`src/rtl/flow_led_shifter.sv`:
```
// Moves a one-hot light along an LED bank at a fixed step rate, steered by a
// registered 2-bit direction code (00 pause, 01 soft reset, 10 left, 11 right).
module flow_led_shifter #(
    parameter int N_LEDS    = 8,
    parameter int DIV       = 50000000,
    parameter int START_POS = 0
) (
    input  logic                      Clk,
    input  logic                      Reset,
    input  logic [1:0]                Dir_Sel,
    output logic [N_LEDS-1:0]         Led,
    output logic [$clog2(N_LEDS)-1:0] Pos,
    output logic                      Tick,
    output logic [1:0]                State
);

    localparam int PW = $clog2(N_LEDS);
    localparam int CW = $clog2(DIV);
    localparam logic [CW-1:0] CNT_MAX   = CW'(DIV - 1);
    localparam logic [PW-1:0] POS_MAX   = PW'(N_LEDS - 1);
    localparam logic [PW-1:0] POS_START = PW'(START_POS);

    typedef enum logic [1:0] {
        HOLD  = 2'b00,
        INIT  = 2'b01,
        LEFT  = 2'b10,
        RIGHT = 2'b11
    } mode_t;

    function automatic logic [N_LEDS-1:0] onehot(input logic [PW-1:0] p);
        logic [N_LEDS-1:0] v;
        v    = '0;
        v[p] = 1'b1;
        return v;
    endfunction

    mode_t             dir_q, dir_d;
    logic [CW-1:0]     cnt_q, cnt_d;
    logic [PW-1:0]     pos_q, pos_d;
    logic [N_LEDS-1:0] led_q, led_d;
    logic              tick_q, tick_d;

    always_comb begin
        dir_d  = mode_t'(Dir_Sel);
        cnt_d  = cnt_q;
        pos_d  = pos_q;
        tick_d = 1'b0;
        case (dir_q)
            HOLD: ;
            INIT: begin
                cnt_d = '0;
                pos_d = POS_START;
            end
            LEFT, RIGHT: begin
                if (cnt_q == CNT_MAX) begin
                    cnt_d  = '0;
                    tick_d = 1'b1;
                    if (dir_q == LEFT)
                        pos_d = (pos_q == POS_MAX) ? '0 : pos_q + PW'(1);
                    else
                        pos_d = (pos_q == '0) ? POS_MAX : pos_q - PW'(1);
                end else begin
                    cnt_d = cnt_q + CW'(1);
                end
            end
            default: ;
        endcase
        // Led is registered alongside Pos so the two can never disagree.
        led_d = onehot(pos_d);
    end

    always_ff @(posedge Clk) begin
        if (Reset) begin
            dir_q  <= HOLD;
            cnt_q  <= '0;
            pos_q  <= POS_START;
            led_q  <= onehot(POS_START);
            tick_q <= 1'b0;
        end else begin
            dir_q  <= dir_d;
            cnt_q  <= cnt_d;
            pos_q  <= pos_d;
            led_q  <= led_d;
            tick_q <= tick_d;
        end
    end

    assign Led   = led_q;
    assign Pos   = pos_q;
    assign Tick  = tick_q;
    assign State = dir_q;

endmodule

```
`config.mk`:
```
export PLATFORM = sky130hd
export DESIGN_NAME = flow_led_shifter
export DESIGN_NICKNAME = d
export VERILOG_FILES = /design/src/rtl/flow_led_shifter.sv
export SDC_FILE = /design/constraint.sdc
export NUM_CORES = 1
export LEC_CHECK = 0
export BUFFER_PORTS_ARGS = -buffer_cell sky130_fd_sc_hd__buf_2
export CORE_MARGIN = 2
export CORE_UTILIZATION = 35
export CTS_BUF_LIST = sky130_fd_sc_hd__clkbuf_8 sky130_fd_sc_hd__clkbuf_16
export DETAILED_ROUTE_END_ITERATION = 10
export GPL_TIMING_DRIVEN = 0
export SLEW_MARGIN = 20
export SYNTH_ARGS = -nofsm -noshare
export SYNTH_HDL_FRONTEND = slang
export SYNTH_SLANG_ARGS = --single-unit
```
`constraint.sdc`:
```
create_clock -name Clk -period 5.65 [get_ports Clk]
set_clock_uncertainty 0.05 [all_clocks]
set_input_delay 0.8475 -clock Clk [delete_from_list [all_inputs] [get_ports Clk]]
set_output_delay 0.8475 -clock Clk [all_outputs]
set_load 0.01 [all_outputs]
```
# Word level (Yosys, flattened, before mapping)
# Index checks and enable logic that the tools add are counted.
dict set report op_classes {
  add_sub_neg 3
  order_cmp 2
  n_eq_ne 5
  muxes 10
  bitwise 1
  n_reduce_logical 5
}
# op n
set op_table {}
lappend op_table {{$pmux W26 S2} 1}
lappend op_table {{$add A26 B1 Y26 const B} 1}
lappend op_table {{$eq A26 B26 Y1 const B} 1}
lappend op_table {{$mux W26} 1}
lappend op_table {{$mux W3} 4}
lappend op_table {{$pmux W3 S2} 1}
lappend op_table {{$eq A2 B2 Y1 const B} 2}
lappend op_table {{$lt A3 B4 Y1 const B} 1}
lappend op_table {{$reduce_or A2 Y1} 2}
lappend op_table {{$add A3 B1 Y3 const B} 1}
lappend op_table {{$demux W1 S3} 1}
lappend op_table {{$eq A3 B3 Y1 const B} 1}
lappend op_table {{$ge A3 B1 Y1 const B} 1}
lappend op_table {{$logic_not A3 Y1} 1}
lappend op_table {{$sub A3 B1 Y3 const B} 1}
lappend op_table {{$eq A2 B1 Y1 const B} 1}
lappend op_table {{$mux W1} 2}
lappend op_table {{$reduce_bool A2 Y1} 1}
lappend op_table {{$logic_and A1 B1 Y1} 1}
lappend op_table {{$not A1 Y1} 1}
dict set report word_totals {
  reg_bits 40
  in_bits 4
  output_inout_bits 14
  word_cells 31
}

# Longest topological paths before layout
# Gate-level depths: netlist of run 1.
dict set report depth {
  ltp_word 9
  ltp_mapped 8
  mapped_depth_nobuf 8
}

# Least setup slack after synthesis of run 1
# OpenSTA, ideal clock, no wires.
dict set report synth_timing {
  path_kind {flip-flop to flip-flop}
  start {register cnt_q[0]}
  end {register led_q[0], in the netlist Led[0]}
  setup_time_ns 0.059
  t_arrival_ns 2.100
  required_time_ns 5.541
  slack_ns 3.440
  stages_incl_launch_ff 8
  path_buffers 0
  synth_period_minus_slack_ns 2.210
  path_cell_list {dfxtp_1 > ha_1 > nand4_1 > nor4b_2 > and2_4 > o21ai_2 > a221oi_2 > a31o_1}
}
dict set report synth_via {
  elab_chain_cells 7
  word_cells_on_any_way 8
}
# element line
set synth_lines {}
lappend synth_lines {{start: declaration} 38} ;# logic [CW-1:0] cnt_q, cnt_d;
lappend synth_lines {{start signal: assignment} 81} ;# cnt_q <= cnt_d;
lappend synth_lines {{$eq A26 B26 Y1 *} 55} ;# if (cnt_q == CNT_MAX) begin
lappend synth_lines {{$mux W3 *} 55}
lappend synth_lines {{$pmux W3 S2 *} 48} ;# case (dir_q)
lappend synth_lines {{$lt A3 B4 Y1 (implied by the code) or $ge A3 B1 Y1 (tied branches)} 33} ;# v[p] = 1'b1;
lappend synth_lines {{$logic_and A1 B1 Y1 (implied by the code)} 33}
lappend synth_lines {{$mux W1 (implied by the code)} 33}
lappend synth_lines {{$demux W1 S3 *} 33}
lappend synth_lines {{end signal: assignment} 77} ;# led_q <= onehot(POS_START);
lappend synth_lines {{end signal: assignment} 83} ;# led_q <= led_d;
lappend synth_lines {{end: declaration} 40} ;# logic [N_LEDS-1:0] led_q, led_d;
# Every way passes the cells marked *; elsewhere a longest branch is shown, timed or not.
# A chain may end at the register's enable or synchronous reset.

# Worst setup path after layout of run 1
dict set report layout_timing {
  start {register cnt_q[0]}
  end {register cnt_q[19]}
}
dict set report layout_via {
  elab_chain_cells 3
  word_cells_on_any_way 4
}
# element line
set layout_lines {}
lappend layout_lines {{$add A26 B1 Y26 or $eq A26 B26 Y1 (tied branches)} {63, 55}}
lappend layout_lines {{$mux W26 *} 55}
lappend layout_lines {{$pmux W26 S2 *} 48}
# Marked as above.

==> impl_metrics.ini, run 1 <==
[outcome]
outcome = complete, no violations

[final_layout]
fillers = 633
final_core_util_pct = 40.3
most-common-layout-cells = 40 x dfxtp_1, 23 x a21oi_1, 22 x nor2_1, 18 x buf_2, 16 x nand2_1
area_delta_synth_final_pct = 12.8
final_common_cell = dfxtp_1
fin_nets = 275
drive_gt1_share_pct = 16.9
ff_latch_area_um2 = 801
diodes = 0
multi_input_area_um2 = 1150
fin_cells = 342

[global_route]
grt_pass1_vias = 1784
antenna_found_initial = 0
grt.overflow.total = 0
grt_pass1_wl_mm = 8.49
gr-usage-all-layers_pct = 16.7
grt_max_degree = 13

[placement]
dp.cells = 334
port_buffers = 16
dp_hpwl_mm = 3.62
post-place-ws_ps = 2970
place.gp.congestion = 0.864

[logic_synthesis]
ys_ff_latch = 40
synthSimpleGateAreaFrac_pct = 28.1
synth.distinct_cells = 53
ys_warn_count = 0
yosysSeqAreaShare_pct = 38.6
synth-compound-area-share_pct = 24.5
syn_inst = 243
synth_top_family_by_area = simple AND/OR/NAND/NOR gates
synth_area_leaders = dfxtp_1 39%, a21oi_1 5.5%, nor2_1 4.0%
yosysTopAreaCellShare_pct = 38.6
async_flop_share_pct = 0
syn-num-nets = 252
synthFlopType = dfxtp_1
synthAdderAreaFrac_pct = 3.01
synth.area.mux_share_pct = 0
syn_area_um2 = 2080
yosysTopAreaCell = dfxtp_1
syn_area_per_cell_um2 = 8.55
synth-edff-count = 0
yosys.area_share.xor_xnor_pct = 0

[setup_path]
required_ps = 5760
path_max_fanout = 10
end_kind = register
cp_cell_sequence = ha_1, nand4_1, nor4b_2, a21oi_1, clkbuf_1, a41oi_1, nor3_1
slowest_delay_ps = 670
cp_top_family = simple AND/OR/NAND/NOR gates
rrSetupSlack_ps = 2920
arrival_ps = 2840
crit_buf_inv = 1
crit_type = reg2reg
critPathSlowestCell = nor4b_2
worst_setup_path_start_kind = register

[pwr]
vdd_drop_max_mv = 0.0865
p_per_area_nw_per_um2 = 220
leakagePower_nw = 0.823

[clocking]
post_cts_buffers = 0
cts_root_buf = clkbuf_8
numClockSinks = 40
post_cts_hold_buffer_count = 0
path_clk_slew_ps = 80
cts_buffers = 5
htree_levels = 2
cts_tree = yes
cts_resized = 0
insertion_delay_ps = 300
cts_buffer_depth = 2

[sta]
rsz0062_at_grt = no
finalMaxSlewViolations = 0
layout_setup_ws_ps = 2920
fin_crit_sh_pct = 48.3
worst_pin_slew_ps = 706
fmax_mhz = 366
min_period_ps = 2730
timing.slew.headroom_pct = 52.8
final_hold_viol_count = 0
finalSetupViolations = 0
setup_tns_ps = 0

[die]
fp-row-count = 28
die_h_um = 81.0
initial_utilization_pct = 35.7
num_io_pins = 18
dieArea_um2 = 6570
die_x_um = 81.0
core_um2 = 5820

[run]
cap_violations = 0

[detailed_routing]
drtIter0Drc = 105
finalWirelength_mm = 4.98
dr.pass1.iters = 4
drtAntennaViolNets = 0
viasPerCell = 5.66
drc = 0
dr_total_vias = 1937
drt-wirelength-per-cell_um = 14.6

[hold_path]
min_path_type = reg2reg
-- metal layers --
layer | vias up | track usage, % | share of wire, %
li1 | 967 | - | -
met1 | 915 | 21.7 | 47
met2 | 49 | 26.4 | 45
met3 | 6 | 4.44 | 6.5
met4 | 0 | 6.44 | 1.0
met5 | - | 0 | 0
-- Yosys cell counts (all sizes together) (2+ instances only) --
cell type  count
dfxtp         40
a21oi         23
nor2          22
nand2         16
o21ai         13
clkbuf        11
nor3          11
nand3          9
nand4          8
a311oi         7
a21o           6
a31oi          6
and2           5
and3           5
ha             5
inv            5
or3            5
a211oi         4
buf            4
nand4b         4
nor3b          4
a41oi          3
nor4           3
a31o           2
and4           2
nor2b          2
nor4b          2
o211a          2
-- metrics by stage --
step	hold slack [ps]	area [um^2]	power, mW
5_1_grt	490	2340	0.542
3_5_place_dp	437	2250	0.323
3_3_place_gp	429	2250	0.323
2_1_floorplan	407	2080	0.313
6_report	446	2340	0.515
4_1_cts	448	2340	0.518
-- cell families after synthesis --
group,count (synthesis)
simple gates,103
compound gates,74
flops,40
buf+inv,21
fa+ha+maj,5
-- flip-flops by register name, indices dropped and copies added (netlist names) --
signal,count
Led,8
Pos,3
State,2
Tick,1
cnt_q,26
-- tightest hold or removal path, cell delays in order, from the launching register on --
cell and delay [ps]:
dfxtp_1 320, o21ai_0 70, a21oi_1 60
-- area by class of cell --
cell class                 instances  share of cell area (%)
multi-input combinational        182                    49.3
sequential                        40                    34.2
buffer                            16                    4.38
tap                               75                    4.00
clock buffer                       6                    3.52
timing repair buffer              16                    3.42
inverter                           5                   0.801
clock inverter                     2                   0.427
-- report_power, final --
| group | total, mW | leakage (nW) | switching [mW] | internal (mW) |
|---|---|---|---|---|
| clock | 0.198 | 0.0510 | 0.101 | 0.0975 |
| combinational | 0.0309 | 0.450 | 0.0219 | 0.00900 |
| sequential | 0.285 | 0.323 | 0.00225 | 0.283 |
| total | 0.515 | 0.823 | 0.125 | 0.389 |
-- path summary, 6_finish.rpt --
path                                        startpoint                endpoint  cells after the start
worst min register to register  cnt_q[25]$_SDFFE_PP0N_  cnt_q[25]$_SDFFE_PP0N_                      2
worst max-delay path             cnt_q[0]$_SDFFE_PP0N_  cnt_q[19]$_SDFFE_PP0N_                      7
worst max register to register   cnt_q[0]$_SDFFE_PP0N_  cnt_q[19]$_SDFFE_PP0N_                      7
worst min-delay path            cnt_q[25]$_SDFFE_PP0N_  cnt_q[25]$_SDFFE_PP0N_                      2
Power figures use the tool's default switching activity.
==> inputs of run 2 (changes only) <==
Settings changed: ABC_AREA from default to 1.
Clock period 5.65 ns to 2.27 ns, I/O delays scaled along.
==> impl_metrics.ini, run 2 <==
[outcome]
outcome = complete, no violations

[logic_synthesis]
yosys.area_share.xor_xnor_pct = 2.72
ys_ff_latch = 40
syn_area_per_cell_um2 = 6.85
yosysTopAreaCell = dfxtp_1
synthAdderAreaFrac_pct = 2.78
async_flop_share_pct = 0
yosysSeqAreaShare_pct = 35.5
ys_warn_count = 0
synth-edff-count = 0
synthFlopType = dfxtp_1
synth.area.mux_share_pct = 0
synth_area_leaders = dfxtp_1 36%, nand2_1 14%, nor2_1 7.7%
synth.distinct_cells = 34
synth_top_family_by_area = simple AND/OR/NAND/NOR gates
yosysTopAreaCellShare_pct = 35.5
synth-compound-area-share_pct = 10.5
synthSimpleGateAreaFrac_pct = 40.1
synth_commonest_cells = 85 x nand2_1, 46 x nor2_1, 40 x dfxtp_1
syn-num-nets = 338
synth.most_common_cell = nand2_1
syn_inst = 329
syn_area_um2 = 2250

[setup_path]
reg2reg_depth = 11
required_ps = 2400
arrival_ps = 1900
crit_type = reg2reg
crit-reg2reg-capture = cnt_q[17]$_SDFFE_PP0N_
crit-reg2reg-launch = cnt_q[0]$_SDFFE_PP0N_
rrSetupSlack_ps = 500
worst_setup_path_start_kind = register
end_kind = register
path_max_fanout = 10

[global_route]
grt_pass1_vias = 1972
grt_max_degree = 15
grt.overflow.total = 0
grt_pass1_wl_mm = 9.16
gr-usage-all-layers_pct = 16.0
antenna_found_initial = 0

[die]
num_io_pins = 18
die_h_um = 84.2
die_x_um = 84.2
core_um2 = 6280
dieArea_um2 = 7100
initial_utilization_pct = 35.9
fp-row-count = 29

[detailed_routing]
drc = 0
drt-wirelength-per-cell_um = 12.4
dr.pass1.iters = 5
finalWirelength_mm = 5.33
viasPerCell = 4.84
drtIter0Drc = 107
drtAntennaViolNets = 0
dr_total_vias = 2081

[final_layout]
fillers = 660
fin_nets = 361
final_core_util_pct = 40.5
most-common-layout-cells = 85 x nand2_1, 46 x nor2_1, 40 x dfxtp_1, 28 x inv_1, 28 x nand3_1
multi_input_area_um2 = 1270
final_common_cell = nand2_1
drive_gt1_share_pct = 15.6
regMostFlops = cnt_q
largest_reg_flops = 26
area_delta_synth_final_pct = 12.9
ff_latch_area_um2 = 801
diodes = 0

[hold_path]
hold_end = State[1]$_SDFF_PP0_
hold_path.startpoint = Dir_Sel[1]
whs_path_depth = 3
min_path_type = in2reg

[clocking]
numClockSinks = 40
cts_root_buf = clkbuf_8
insertion_delay_ps = 300
post_cts_buffers = 0
cts_resized = 0
cts_buffers = 5
cts_tree = yes
htree_levels = 2
cts_buffer_depth = 2
post_cts_hold_buffer_count = 0
path_clk_slew_ps = 90

[sta]
fmax_mhz = 565
finalSetupViolations = 0
setup_tns_ps = 0
hold_slack_ps = 183
rsz0062_at_grt = no
finalMaxSlewViolations = 0
min_period_ps = 1770
fin_crit_sh_pct = 78.0
timing.slew.headroom_pct = 62.4
final_hold_viol_count = 0
worst_pin_slew_ps = 564

[pwr]
combinationalPowerShare_pct = 5.3
p_sw_share_pct = 24.2
p_per_area_nw_per_um2 = 548
leakagePower_nw = 1.04
netSwitchingPower_mw = 0.337
p_seq_share_pct = 50.8
vdd_drop_max_mv = 0.280
internal_power_mw = 1.06
p_clk_share_pct = 43.8
power_mw = 1.39

[placement]
port_buffers = 16
dp_hpwl_mm = 3.94
place.gp.congestion = 0.881

[run]
cap_violations = 0
run 2: cell count changes after synthesis, sizes merged, moves of 7 or more:
| cell | delta |
|---|---|
| nand2 | +78 |
| nor2 | +31 |
| inv | +29 |
| nand3 | +21 |
| a311oi | -7 |
run 2: power by group through the flow:
stage | sequential (mW) | clock [mW] | combinational (mW)
after global routing | 0.710 | 0.647 | 0.0835
after floorplan | 0.725 | 0 | 0.0493
final | 0.709 | 0.611 | 0.0741
after CTS | 0.709 | 0.627 | 0.0749
after detailed placement | 0.725 | 0 | 0.0749
after global placement | 0.725 | 0 | 0.0755
run 2: worst max path at each step:
stage	slack, ps	to	from
2_1_floorplan	680	Led[7]$_SDFF_PP0_	Pos[1]$_SDFF_PP0_
3_3_place_gp	510	cnt_q[11]$_SDFFE_PP0N_	cnt_q[0]$_SDFFE_PP0N_
3_5_place_dp	500	cnt_q[11]$_SDFFE_PP0N_	cnt_q[0]$_SDFFE_PP0N_
4_1_cts	480	cnt_q[11]$_SDFFE_PP0N_	cnt_q[0]$_SDFFE_PP0N_
5_1_grt	330	Led[3]$_SDFF_PP0_	cnt_q[0]$_SDFFE_PP0N_
6_report	500	cnt_q[17]$_SDFFE_PP0N_	cnt_q[0]$_SDFFE_PP0N_
run 2: stage by stage:
step                cell area, um^2  cells  setup slack [ps]
finish                         2540    430               499
global route                   2540    430               326
CTS                            2540    430               480
detailed placement             2430    422               504
global placement               2430    422               508
floorplan                      2250    329               680
run 2: worst max-delay path, stage by stage, from the launching register on:
cell and delay (ps):
dfxtp_1 380, ha_1 190, nand2_2 100, nor2_8 110, nand2_4 90, nor2_4 90
nand3_2 100, nand2_4 130, inv_2 60, buf_6 140, a31oi_1 140, nor2_1 60
run 2: layout make-up:
class / count / area share [%]
Buffer: 8 / 2.16
Clock buffer: 5 / 2.70
Clock inverter: 3 / 1.82
Inverter: 35 / 5.16
Multi-Input combinational cell: 246 / 49.8
Sequential cell: 40 / 31.5
Tap cell: 77 / 3.79
Timing Repair Buffer: 16 / 3.15
run 2: per-layer routing:
layer | vias up | track usage (%) | routed length (um)
met4 | 0 | 5.72 | 93
met1 | 940 | 20.7 | 2590
met5 | - | 0 | 0
met3 | 7 | 2.85 | 215
met2 | 31 | 26.6 | 2430
li1 | 1103 | - | -
run 2: cell families after synthesis:
logic type,Yosys count
AO/OA/AOI/OAI,41
XOR/XNOR,7
adder cells (fa/ha/maj),5
buffers and inverters,43
flip-flops,40
AND/OR/NAND/NOR,193
